`config.mk`:
```
export PLATFORM = sky130hd
export DESIGN_NAME = ulpi_rx_decoder_flat
export DESIGN_NICKNAME = d
export VERILOG_FILES = /design/src/rtl/ulpi_pkg.sv /design/src/rtl/ulpi_rx_decoder_if.sv /design/src/rtl/ulpi_linestate_filter.sv /design/src/rtl/ulpi_rx_decoder.sv /design/src/flat_wrapper.sv
export SDC_FILE = /design/constraint.sdc
export NUM_CORES = 1
export LEC_CHECK = 0
export ABC_AREA = 1
export CORE_MARGIN = 4
export CORE_UTILIZATION = 40
export CTS_CLUSTER_SIZE = 40
export DETAILED_ROUTE_END_ITERATION = 12
export GPL_TIMING_DRIVEN = 0
export PLACE_DENSITY = 0.66
export SYNTH_ARGS = -nofsm -noshare
export SYNTH_HDL_FRONTEND = slang
export SYNTH_SLANG_ARGS = --single-unit
```
`constraint.sdc`:
```
create_clock -name CLK -period 1.45 [get_ports CLK]
set_clock_uncertainty 0.2 [all_clocks]
set_input_delay 0.2175 -clock CLK [delete_from_list [all_inputs] [get_ports CLK]]
set_output_delay 0.2175 -clock CLK [all_outputs]
set_load 0.01 [all_outputs]
```
`src/rtl/ulpi_pkg.sv`:
```
// Shared definitions for the ULPI receive path.
// Holds the LineState and RxEvent codes, RX CMD bit-field positions, the
// framing FSM state encoding and a small RxEvent extraction helper.
package ulpi_pkg;

  typedef enum logic [1:0] {
    LsSe0 = 2'b00,
    LsJ   = 2'b01,
    LsK   = 2'b10,
    LsSe1 = 2'b11
  } linestate_e;

  typedef enum logic [1:0] {
    EvNone       = 2'b00,
    EvRxActive   = 2'b01,
    EvHostDiscon = 2'b10,
    EvRxError    = 2'b11
  } rx_event_e;

  // RX CMD byte layout: [1:0] LineState, [3:2] VBUS state, [5:4] RxEvent.
  localparam int unsigned RxCmdLsLsb   = 0;
  localparam int unsigned RxCmdVbusLsb = 2;
  localparam int unsigned RxCmdEvLsb   = 4;

  // Packet framing FSM encoding.
  localparam logic [0:0] StIdle   = 1'b0;
  localparam logic [0:0] StActive = 1'b1;

  function automatic rx_event_e rxcmd_event(input logic [7:0] cmd);
    return rx_event_e'(cmd[RxCmdEvLsb +: 2]);
  endfunction

endpackage

```
`src/rtl/ulpi_rx_decoder_if.sv`:
```
// Bundle of the PHY-facing inputs and the decoded status / packet stream.
// Modports:
//   master - PHY/stimulus side: drives USB_DIR/USB_NXT/USB_DATA_IN, observes outputs.
//   slave  - decoder side: consumes the ULPI pins, drives status and RX stream.
interface ulpi_rx_decoder_if #(
  parameter int unsigned LEN_W = 10
);
  logic             USB_DIR;
  logic             USB_NXT;
  logic [7:0]       USB_DATA_IN;
  logic [1:0]       LINESTATE;
  logic [1:0]       VBUS_STATE;
  logic             LS_CHANGE;
  logic             LS_STABLE;
  logic             RX_ACTIVE;
  logic [7:0]       RX_DATA;
  logic             RX_VALID;
  logic             RX_SOP;
  logic             RX_EOP;
  logic             RX_ERR;
  logic [LEN_W-1:0] RX_LEN;
  logic             BUS_OWNED;

  modport master (
    output USB_DIR, USB_NXT, USB_DATA_IN,
    input  LINESTATE, VBUS_STATE, LS_CHANGE, LS_STABLE, RX_ACTIVE, RX_DATA,
           RX_VALID, RX_SOP, RX_EOP, RX_ERR, RX_LEN, BUS_OWNED
  );

  modport slave (
    input  USB_DIR, USB_NXT, USB_DATA_IN,
    output LINESTATE, VBUS_STATE, LS_CHANGE, LS_STABLE, RX_ACTIVE, RX_DATA,
           RX_VALID, RX_SOP, RX_EOP, RX_ERR, RX_LEN, BUS_OWNED
  );
endinterface

```
`src/rtl/ulpi_linestate_filter.sv`:
```
// LineState register with change detection and debounce.
// Ports:
//   clk_i, rst_i   - clock, synchronous active-high reset
//   ls_update_i    - ls_i carries a fresh LineState sample this cycle
//   ls_i           - candidate LineState
//   ls_o           - registered LineState
//   ls_change_o    - one-cycle pulse coincident with ls_o taking a new value
//   ls_stable_o    - ls_o unchanged for at least STABLE_CYCLES cycles
module ulpi_linestate_filter
  import ulpi_pkg::*;
#(
  parameter int unsigned STABLE_CYCLES = 25
) (
  input  logic       clk_i,
  input  logic       rst_i,
  input  logic       ls_update_i,
  input  logic [1:0] ls_i,
  output logic [1:0] ls_o,
  output logic       ls_change_o,
  output logic       ls_stable_o
);

  localparam int unsigned CntW = $clog2(STABLE_CYCLES + 1);
  localparam logic [CntW-1:0] CntMax = CntW'(STABLE_CYCLES);

  logic [1:0]      ls_q, ls_d;
  logic            change_q, change_d;
  logic            stable_q, stable_d;
  logic [CntW-1:0] cnt_q, cnt_d;

  always_comb begin
    ls_d     = ls_q;
    change_d = 1'b0;
    cnt_d    = cnt_q;
    if (ls_update_i && (ls_i != ls_q)) begin
      ls_d     = ls_i;
      change_d = 1'b1;
      cnt_d    = '0;
    end else if (cnt_q != CntMax) begin
      cnt_d = cnt_q + CntW'(1);
    end
    // Evaluated on the next count so stable drops together with the change pulse.
    stable_d = (cnt_d == CntMax);
  end

  always_ff @(posedge clk_i) begin
    if (rst_i) begin
      ls_q     <= LsSe0;
      change_q <= 1'b0;
      stable_q <= 1'b0;
      cnt_q    <= '0;
    end else begin
      ls_q     <= ls_d;
      change_q <= change_d;
      stable_q <= stable_d;
      cnt_q    <= cnt_d;
    end
  end

  assign ls_o        = ls_q;
  assign ls_change_o = change_q;
  assign ls_stable_o = stable_q;

endmodule

```
`src/rtl/ulpi_rx_decoder.sv`:
```
// ULPI receive-side decoder.
// Tracks DIR ownership/turnaround, splits PHY-driven cycles into RX CMD
// updates and packet bytes, and frames packets (SOP/EOP/ERR/length).
// Ports:
//   CLK, RST - 60 MHz ULPI clock, synchronous active-high reset
//   bus      - slave modport: ULPI pins in, LineState/VBUS status, debounced
//              LineState, framed RX byte stream and BUS_OWNED out
module ulpi_rx_decoder
  import ulpi_pkg::*;
#(
  parameter int unsigned STABLE_CYCLES = 25,
  parameter int unsigned LEN_W         = 10
) (
  input logic           CLK,
  input logic           RST,
  ulpi_rx_decoder_if.slave bus
);

  localparam logic [LEN_W-1:0] LenMax = {LEN_W{1'b1}};

  // Pins are captured first; dir_q is the capture one cycle older, so the
  // pair (usb_dir_q, dir_q) spots turnarounds one stage behind the pins.
  logic             usb_dir_q, usb_dir_d;
  logic             usb_nxt_q, usb_nxt_d;
  logic [7:0]       usb_data_q, usb_data_d;
  logic             dir_q, dir_d;

  logic [0:0]       state_q, state_d;
  logic             first_q, first_d;
  logic [LEN_W-1:0] len_q, len_d;
  logic [LEN_W-1:0] rx_len_q, rx_len_d;
  logic [7:0]       rx_data_q, rx_data_d;
  logic             rx_valid_q, rx_valid_d;
  logic             rx_sop_q, rx_sop_d;
  logic             rx_eop_q, rx_eop_d;
  logic             rx_err_q, rx_err_d;
  logic [1:0]       vbus_q, vbus_d;
  logic             bus_owned_q, bus_owned_d;

  logic      turnaround, owned, is_rxcmd, is_byte;
  rx_event_e rx_event;

  assign turnaround = (usb_dir_q != dir_q);
  assign owned      = usb_dir_q & dir_q;
  assign is_rxcmd   = owned & ~usb_nxt_q;
  assign is_byte    = owned & usb_nxt_q;
  assign rx_event   = rxcmd_event(usb_data_q);

  always_comb begin
    usb_dir_d   = bus.USB_DIR;
    usb_nxt_d   = bus.USB_NXT;
    usb_data_d  = bus.USB_DATA_IN;
    dir_d       = usb_dir_q;

    state_d     = state_q;
    first_d     = first_q;
    len_d       = len_q;
    rx_len_d    = rx_len_q;
    rx_data_d   = rx_data_q;
    rx_valid_d  = 1'b0;
    rx_sop_d    = 1'b0;
    rx_eop_d    = 1'b0;
    rx_err_d    = 1'b0;
    vbus_d      = vbus_q;
    bus_owned_d = owned;

    if (is_rxcmd) begin
      vbus_d = usb_data_q[RxCmdVbusLsb +: 2];
    end

    if (is_byte) begin
      rx_data_d  = usb_data_q;
      rx_valid_d = 1'b1;
      // A byte seen while idle opens a packet on its own.
      rx_sop_d   = (state_q == StIdle) | first_q;
      first_d    = 1'b0;
      state_d    = StActive;
      if (state_q == StIdle) begin
        len_d = LEN_W'(1);
      end else if (len_q != LenMax) begin
        len_d = len_q + LEN_W'(1);
      end
    end else if (is_rxcmd) begin
      if (state_q == StIdle) begin
        if (rx_event == EvRxActive) begin
          state_d = StActive;
          len_d   = '0;
          first_d = 1'b1;
        end
      end else begin
        unique case (rx_event)
          EvNone, EvHostDiscon, EvRxError: begin
            state_d  = StIdle;
            first_d  = 1'b0;
            rx_eop_d = 1'b1;
            rx_err_d = (rx_event == EvRxError);
            rx_len_d = len_q;
          end
          EvRxActive: ;
          default: ;
        endcase
      end
    end else if (turnaround && !usb_dir_q && (state_q == StActive)) begin
      // Link took the bus back mid-packet: truncated.
      state_d  = StIdle;
      first_d  = 1'b0;
      rx_eop_d = 1'b1;
      rx_err_d = 1'b1;
      rx_len_d = len_q;
    end
  end

  always_ff @(posedge CLK) begin
    if (RST) begin
      usb_dir_q   <= 1'b1;
      usb_nxt_q   <= 1'b0;
      usb_data_q  <= 8'h00;
      dir_q       <= 1'b1;
      state_q     <= StIdle;
      first_q     <= 1'b0;
      len_q       <= '0;
      rx_len_q    <= '0;
      rx_data_q   <= 8'h00;
      rx_valid_q  <= 1'b0;
      rx_sop_q    <= 1'b0;
      rx_eop_q    <= 1'b0;
      rx_err_q    <= 1'b0;
      vbus_q      <= 2'b00;
      bus_owned_q <= 1'b0;
    end else begin
      usb_dir_q   <= usb_dir_d;
      usb_nxt_q   <= usb_nxt_d;
      usb_data_q  <= usb_data_d;
      dir_q       <= dir_d;
      state_q     <= state_d;
      first_q     <= first_d;
      len_q       <= len_d;
      rx_len_q    <= rx_len_d;
      rx_data_q   <= rx_data_d;
      rx_valid_q  <= rx_valid_d;
      rx_sop_q    <= rx_sop_d;
      rx_eop_q    <= rx_eop_d;
      rx_err_q    <= rx_err_d;
      vbus_q      <= vbus_d;
      bus_owned_q <= bus_owned_d;
    end
  end

  ulpi_linestate_filter #(
    .STABLE_CYCLES(STABLE_CYCLES)
  ) u_ls_filter (
    .clk_i      (CLK),
    .rst_i      (RST),
    .ls_update_i(is_rxcmd),
    .ls_i       (usb_data_q[RxCmdLsLsb +: 2]),
    .ls_o       (bus.LINESTATE),
    .ls_change_o(bus.LS_CHANGE),
    .ls_stable_o(bus.LS_STABLE)
  );

  assign bus.VBUS_STATE = vbus_q;
  assign bus.RX_ACTIVE  = (state_q == StActive);
  assign bus.RX_DATA    = rx_data_q;
  assign bus.RX_VALID   = rx_valid_q;
  assign bus.RX_SOP     = rx_sop_q;
  assign bus.RX_EOP     = rx_eop_q;
  assign bus.RX_ERR     = rx_err_q;
  assign bus.RX_LEN     = rx_len_q;
  assign bus.BUS_OWNED  = bus_owned_q;

endmodule

```
`src/flat_wrapper.sv`:
```
// flat-port wrapper written by rule: the top's interface ports become plain ports
module ulpi_rx_decoder_flat import ulpi_pkg::*;
#(
  parameter int unsigned STABLE_CYCLES = 25,
  parameter int unsigned LEN_W         = 10
)
  (CLK, RST, bus_USB_DIR, bus_USB_NXT, bus_USB_DATA_IN, bus_LINESTATE, bus_VBUS_STATE, bus_LS_CHANGE, bus_LS_STABLE, bus_RX_ACTIVE, bus_RX_DATA, bus_RX_VALID, bus_RX_SOP, bus_RX_EOP, bus_RX_ERR, bus_RX_LEN, bus_BUS_OWNED);
  ulpi_rx_decoder_if #(.LEN_W(LEN_W)) bus_i ();
  input logic CLK;
  input logic RST;
  input wire logic [$bits(bus_i.USB_DIR)-1:0] bus_USB_DIR;
  input wire logic [$bits(bus_i.USB_NXT)-1:0] bus_USB_NXT;
  input wire logic [$bits(bus_i.USB_DATA_IN)-1:0] bus_USB_DATA_IN;
  output wire logic [$bits(bus_i.LINESTATE)-1:0] bus_LINESTATE;
  output wire logic [$bits(bus_i.VBUS_STATE)-1:0] bus_VBUS_STATE;
  output wire logic [$bits(bus_i.LS_CHANGE)-1:0] bus_LS_CHANGE;
  output wire logic [$bits(bus_i.LS_STABLE)-1:0] bus_LS_STABLE;
  output wire logic [$bits(bus_i.RX_ACTIVE)-1:0] bus_RX_ACTIVE;
  output wire logic [$bits(bus_i.RX_DATA)-1:0] bus_RX_DATA;
  output wire logic [$bits(bus_i.RX_VALID)-1:0] bus_RX_VALID;
  output wire logic [$bits(bus_i.RX_SOP)-1:0] bus_RX_SOP;
  output wire logic [$bits(bus_i.RX_EOP)-1:0] bus_RX_EOP;
  output wire logic [$bits(bus_i.RX_ERR)-1:0] bus_RX_ERR;
  output wire logic [$bits(bus_i.RX_LEN)-1:0] bus_RX_LEN;
  output wire logic [$bits(bus_i.BUS_OWNED)-1:0] bus_BUS_OWNED;
  assign bus_i.USB_DIR = bus_USB_DIR;
  assign bus_i.USB_NXT = bus_USB_NXT;
  assign bus_i.USB_DATA_IN = bus_USB_DATA_IN;
  assign bus_LINESTATE = bus_i.LINESTATE;
  assign bus_VBUS_STATE = bus_i.VBUS_STATE;
  assign bus_LS_CHANGE = bus_i.LS_CHANGE;
  assign bus_LS_STABLE = bus_i.LS_STABLE;
  assign bus_RX_ACTIVE = bus_i.RX_ACTIVE;
  assign bus_RX_DATA = bus_i.RX_DATA;
  assign bus_RX_VALID = bus_i.RX_VALID;
  assign bus_RX_SOP = bus_i.RX_SOP;
  assign bus_RX_EOP = bus_i.RX_EOP;
  assign bus_RX_ERR = bus_i.RX_ERR;
  assign bus_RX_LEN = bus_i.RX_LEN;
  assign bus_BUS_OWNED = bus_i.BUS_OWNED;
  ulpi_rx_decoder #(.STABLE_CYCLES(STABLE_CYCLES), .LEN_W(LEN_W)) u_core (.CLK(CLK), .RST(RST), .bus(bus_i));
endmodule
```
==> summary.md <==
| Metric | Value |
|---|---|
| # IOs | 42 |
| Fmax achieved | 664 MHz |
| Cell taking the most area after synthesis | dfxtp_1 |
| CP Cell Sequence | ha_4, nand2_4, nor2_4, nand4_4, nand2_4, nand2_2, a21oi_2 |
| Clock Power Share | about two fifths |
| Cell area after placement | 2820 µm² |
| CTS Buffer Depth | 2 |
| Crit-path max FO | 7 |
| Setup ws final | -56.4 ps |
| Sequential share of the synthesized area | 49.1% |
| CTS root buf | clkbuf_8 |
| Pwr dens | ~1100 nW/µm² |
| Most common cell in the netlist | dfxtp_1 |
| Post-route cell area | 3220 µm² |
| Post-route DRC | 0 |
| Placement Rows | 27 |
| Comb pwr share | about an eighth |
| Worst slew pin tran | 477 ps |
| Hold path depth | 2 |
| Layout cell share with drive strength beyond 1 | about a quarter |
| Worst Hold Launch | RST |
| TritonCTS clock tree | yes |
| Leak | 1.51 nW |
| Mapped Nets | 315 |
| Top cell type's share of synthesized area | 49.1% |
| Area growth, synth to finish | 38.3% |
| Hold/Removal Path Class | primary input to flip-flop |
| I/O Buffers | 40 |
| Worst Path Required | roughly 1500 ps |
| Syn avg cell area | a little under 8 µm² |
| Total number of vias | 2114 |
| Worst reg2reg endpoint | u_core.len_q[4]$_SDFFE_PP0P_ |
| Cell variety after synth | 25 |
| Clock latency on the worst-skew pair | 330 ps |
| DR pass1 iterations | 4 |
| CP most frequent cell | nand2_4 |
| Global-route wire length before repair | 9230 µm |
| Core box area | 5570 µm² |
| Fill cells | 540 |
| Final Hold Vio Count | 0 |
| Peak VDD IR | about 0.00076 V |
| Sw Share | 25.9% |
| Vias in the first global route | 2070 |
| Tcrit/Tclk final | 104% |
| CTS buffer count | 9 |
| Critical Path Slowest Stage Cell | dfxtp_4 |
| Slew margin rel. | 68.2% |
| Startpoint Class | flip-flop |
| GRT Total Usage | 16.4% |
| CTS clk-pin slew, worst paths | 70 ps |
| Synth Instances | 300 |
| Synth area leaders | dfxtp_1, nand2_1, inv_1 |
| Crit Reg-Reg Startpoint | u_core.len_q[1]$_SDFFE_PP0P_ |
| Final setup viols | 6 |
| Die Y-Extent | 84.2 µm |
| Number of enable flip-flop cells after synthesis | 0 |
| CP Data Arrival Time | 1560 ps |
| Die area | 7100 µm² |
| Int Pwr | roughly 2.6 mW |
| Final #Nets | 376 |
| Net Switching | 0.900 mW |
| Unrepaired setup endpoints after global routing | yes |
| Crit path kind | flip-flop to flip-flop |
| Share of flip-flops with an asynchronous set or reset | 0% |
| Nature of the critical path endpoint | flip-flop |
| Count of clock tree sinks | 57 |
| Cell Area, Synth | 2320 µm² |
| Post-route ant nets | 0 |
| Seq cells post-synth | 57 |
| Hold Slack | approximately 38 ps |
| Final wirelength | 5770 µm |
| Failing checks | setup timing |
| Worst R2R Setup Slack | -60 ps |
| Post-synth top cells | dfxtp_1, nand2_1, inv_1, nor2_1, nand3_1 |
| Status | complete, but fails checks |
| Slew Limit Fails | 0 |
| Vias per inst | 4.84 |
| Flop pwr share | 48.9% |
| Antenna violations before repair | 0 |
| Global placement routability congestion | 0.861 |
| Primary FF master, synth | dfxtp_1 |
| Number of synthesis warnings | 0 |
| Initial Utilization | 41.7% |
| CP peak stage delay | 370 ps |
| Diodes inserted | 0 |
| Final worst path period need | 1510 ps |
| Buf/Inv on CP | 0 |
| Max-cap violation count | 0 |
| Crit-path leading delay family | simple AND/OR/NAND/NOR gates |
| DP Worst Slack | -166 ps |
| Largest net degree at the start of global routing | 11 |
| H-tree levels | 3 |
| Reg2Reg Depth | 7 |
| GRT Residual Overflow | 0 |
| Min-Delay Endpoint | u_core.len_q[0]$_SDFFE_PP0P_ |
| Wire per inst | 13.2 µm |
| Width of the die | around 84 µm |
| Detailed placer's ending HPWL | 3790 µm |
| DRT iter0 DRCs | 63 |
## registers in the layout, indices dropped and copies added, names as in the netlist
name and count:
u_core.dir_q 1, u_core.bus.RX_ACTIVE 1, u_core.bus.RX_SOP 1, u_core.bus.RX_LEN 10, u_core.bus.RX_ERR 1, u_core.u_ls_filter.ls_o 2, u_core.bus.RX_VALID 1, u_core.bus.BUS_OWNED 1
u_core.u_ls_filter.ls_stable_o 1, u_core.u_ls_filter.cnt_q 5, u_core.bus.RX_EOP 1, u_core.u_ls_filter.ls_change_o 1, u_core.dir_d 1, u_core.bus.VBUS_STATE 2, u_core.bus.RX_DATA 8, u_core.usb_nxt_q 1
u_core.first_q 1, u_core.usb_data_q 8, u_core.len_q 10
## layer usage
metal | vias up | track usage (%) | routed length, µm
met5 | - | 0 | 0
met4 | 0 | 7.31 | 126
met1 | 966 | 18.6 | 2450
met2 | 53 | 27.0 | 2800
li1 | 1082 | - | -
met3 | 13 | 6.38 | 395
## area by class of cell
class / count / area [µm²] / share of cell area, %
inverter: 44 / 165 / 5.14
clock buffer: 13 / 169 / 5.25
buffer: 10 / 75.1 / 2.33
sequential: 57 / 1160 / 36.2
clock inverter: 2 / 12.5 / 0.389
tap: 72 / 90.1 / 2.80
multi-input combinational: 190 / 1090 / 33.9
timing repair buffer: 49 / 449 / 14.0
## worst reg2reg max path: cells and delay by family (launching register included)
kind            cells  cell delay (ps)
compound gates      1              120
fa+ha+maj           1              140
flops               1              370
simple gates        5              610
## worst max path at each step
stage	start	to	slack, ps	cells past startpoint
finish	u_core.len_q[1]$_SDFFE_PP0P_	u_core.len_q[4]$_SDFFE_PP0P_	-60	7
global route	u_core.len_q[1]$_SDFFE_PP0P_	u_core.len_q[7]$_SDFFE_PP0P_	-120	8
CTS	u_core.len_q[0]$_SDFFE_PP0P_	u_core.len_q[1]$_SDFFE_PP0P_	-40	8
detailed placement	u_core.len_q[0]$_SDFFE_PP0P_	u_core.len_q[7]$_SDFFE_PP0P_	-170	8
global placement	u_core.len_q[0]$_SDFFE_PP0P_	u_core.len_q[1]$_SDFFE_PP0P_	-130	8
floorplan	u_core.len_q[0]$_SDFFE_PP0P_	u_core.len_q[1]$_SDFFE_PP0P_	10	8
## power groups by stage
stage	sequential [mW]	clock [mW]	combinational, mW
finish	1.70	1.36	0.420
global route	1.71	1.48	0.465
CTS	1.69	1.39	0.383
detailed placement	1.73	0	0.381
global placement	1.73	0	0.374
floorplan	1.74	0	0.199
## cell usage in the layout (no fill, tap or decap), types with 9 or more instances in the layout
master / instances
inv_1: 40
o21ai_0: 15
buf_4: 9
a21oi_1: 18
nand3_1: 22
dfxtp_1: 46
nor2_1: 29
clkbuf_8: 12
dlygate4sd2_1: 29
nand2_1: 45
clkdlybuf4s50_1: 10
## per-stage QoR
| stage | util (%) | power [mW] | std cells | setup TNS [ps] |
|---|---|---|---|---|
| after floorplan | - | 1.94 | 300 | 0 |
| after global placement | 50.6 | 2.10 | 412 | -1510 |
| after detailed placement | 50.6 | 2.11 | 412 | -1920 |
| after CTS | 55.3 | 3.46 | 431 | -102 |
| after global routing | 57.7 | 3.65 | 437 | -774 |
| final | 57.7 | 3.48 | 437 | -250 |
## cells by family after synthesis
logic type / count (synthesis) / share of synthesized area [%]
XOR/XNOR: 3 / 1.13
AO/OA/AOI/OAI: 52 / 12.3
buffers and inverters: 54 / 9.15
flip-flops: 57 / 49.1
AND/OR/NAND/NOR: 131 / 26.7
adder cells (fa/ha/maj): 3 / 1.61
## what timing repair did
| item | 4_1_cts | 5_1_grt |
|---|---|---|
| pin swaps | 8 | 6 |
| setup buffers | 3 | 5 |
| gates cloned | 1 | 1 |
| resized for setup | 58 | 35 |
| hold endpoints to repair | 0 | 0 |
| setup endpoints to repair | 53 | 35 |
| hold buffers | 0 | 0 |
(Power assumes the default switching activity.)
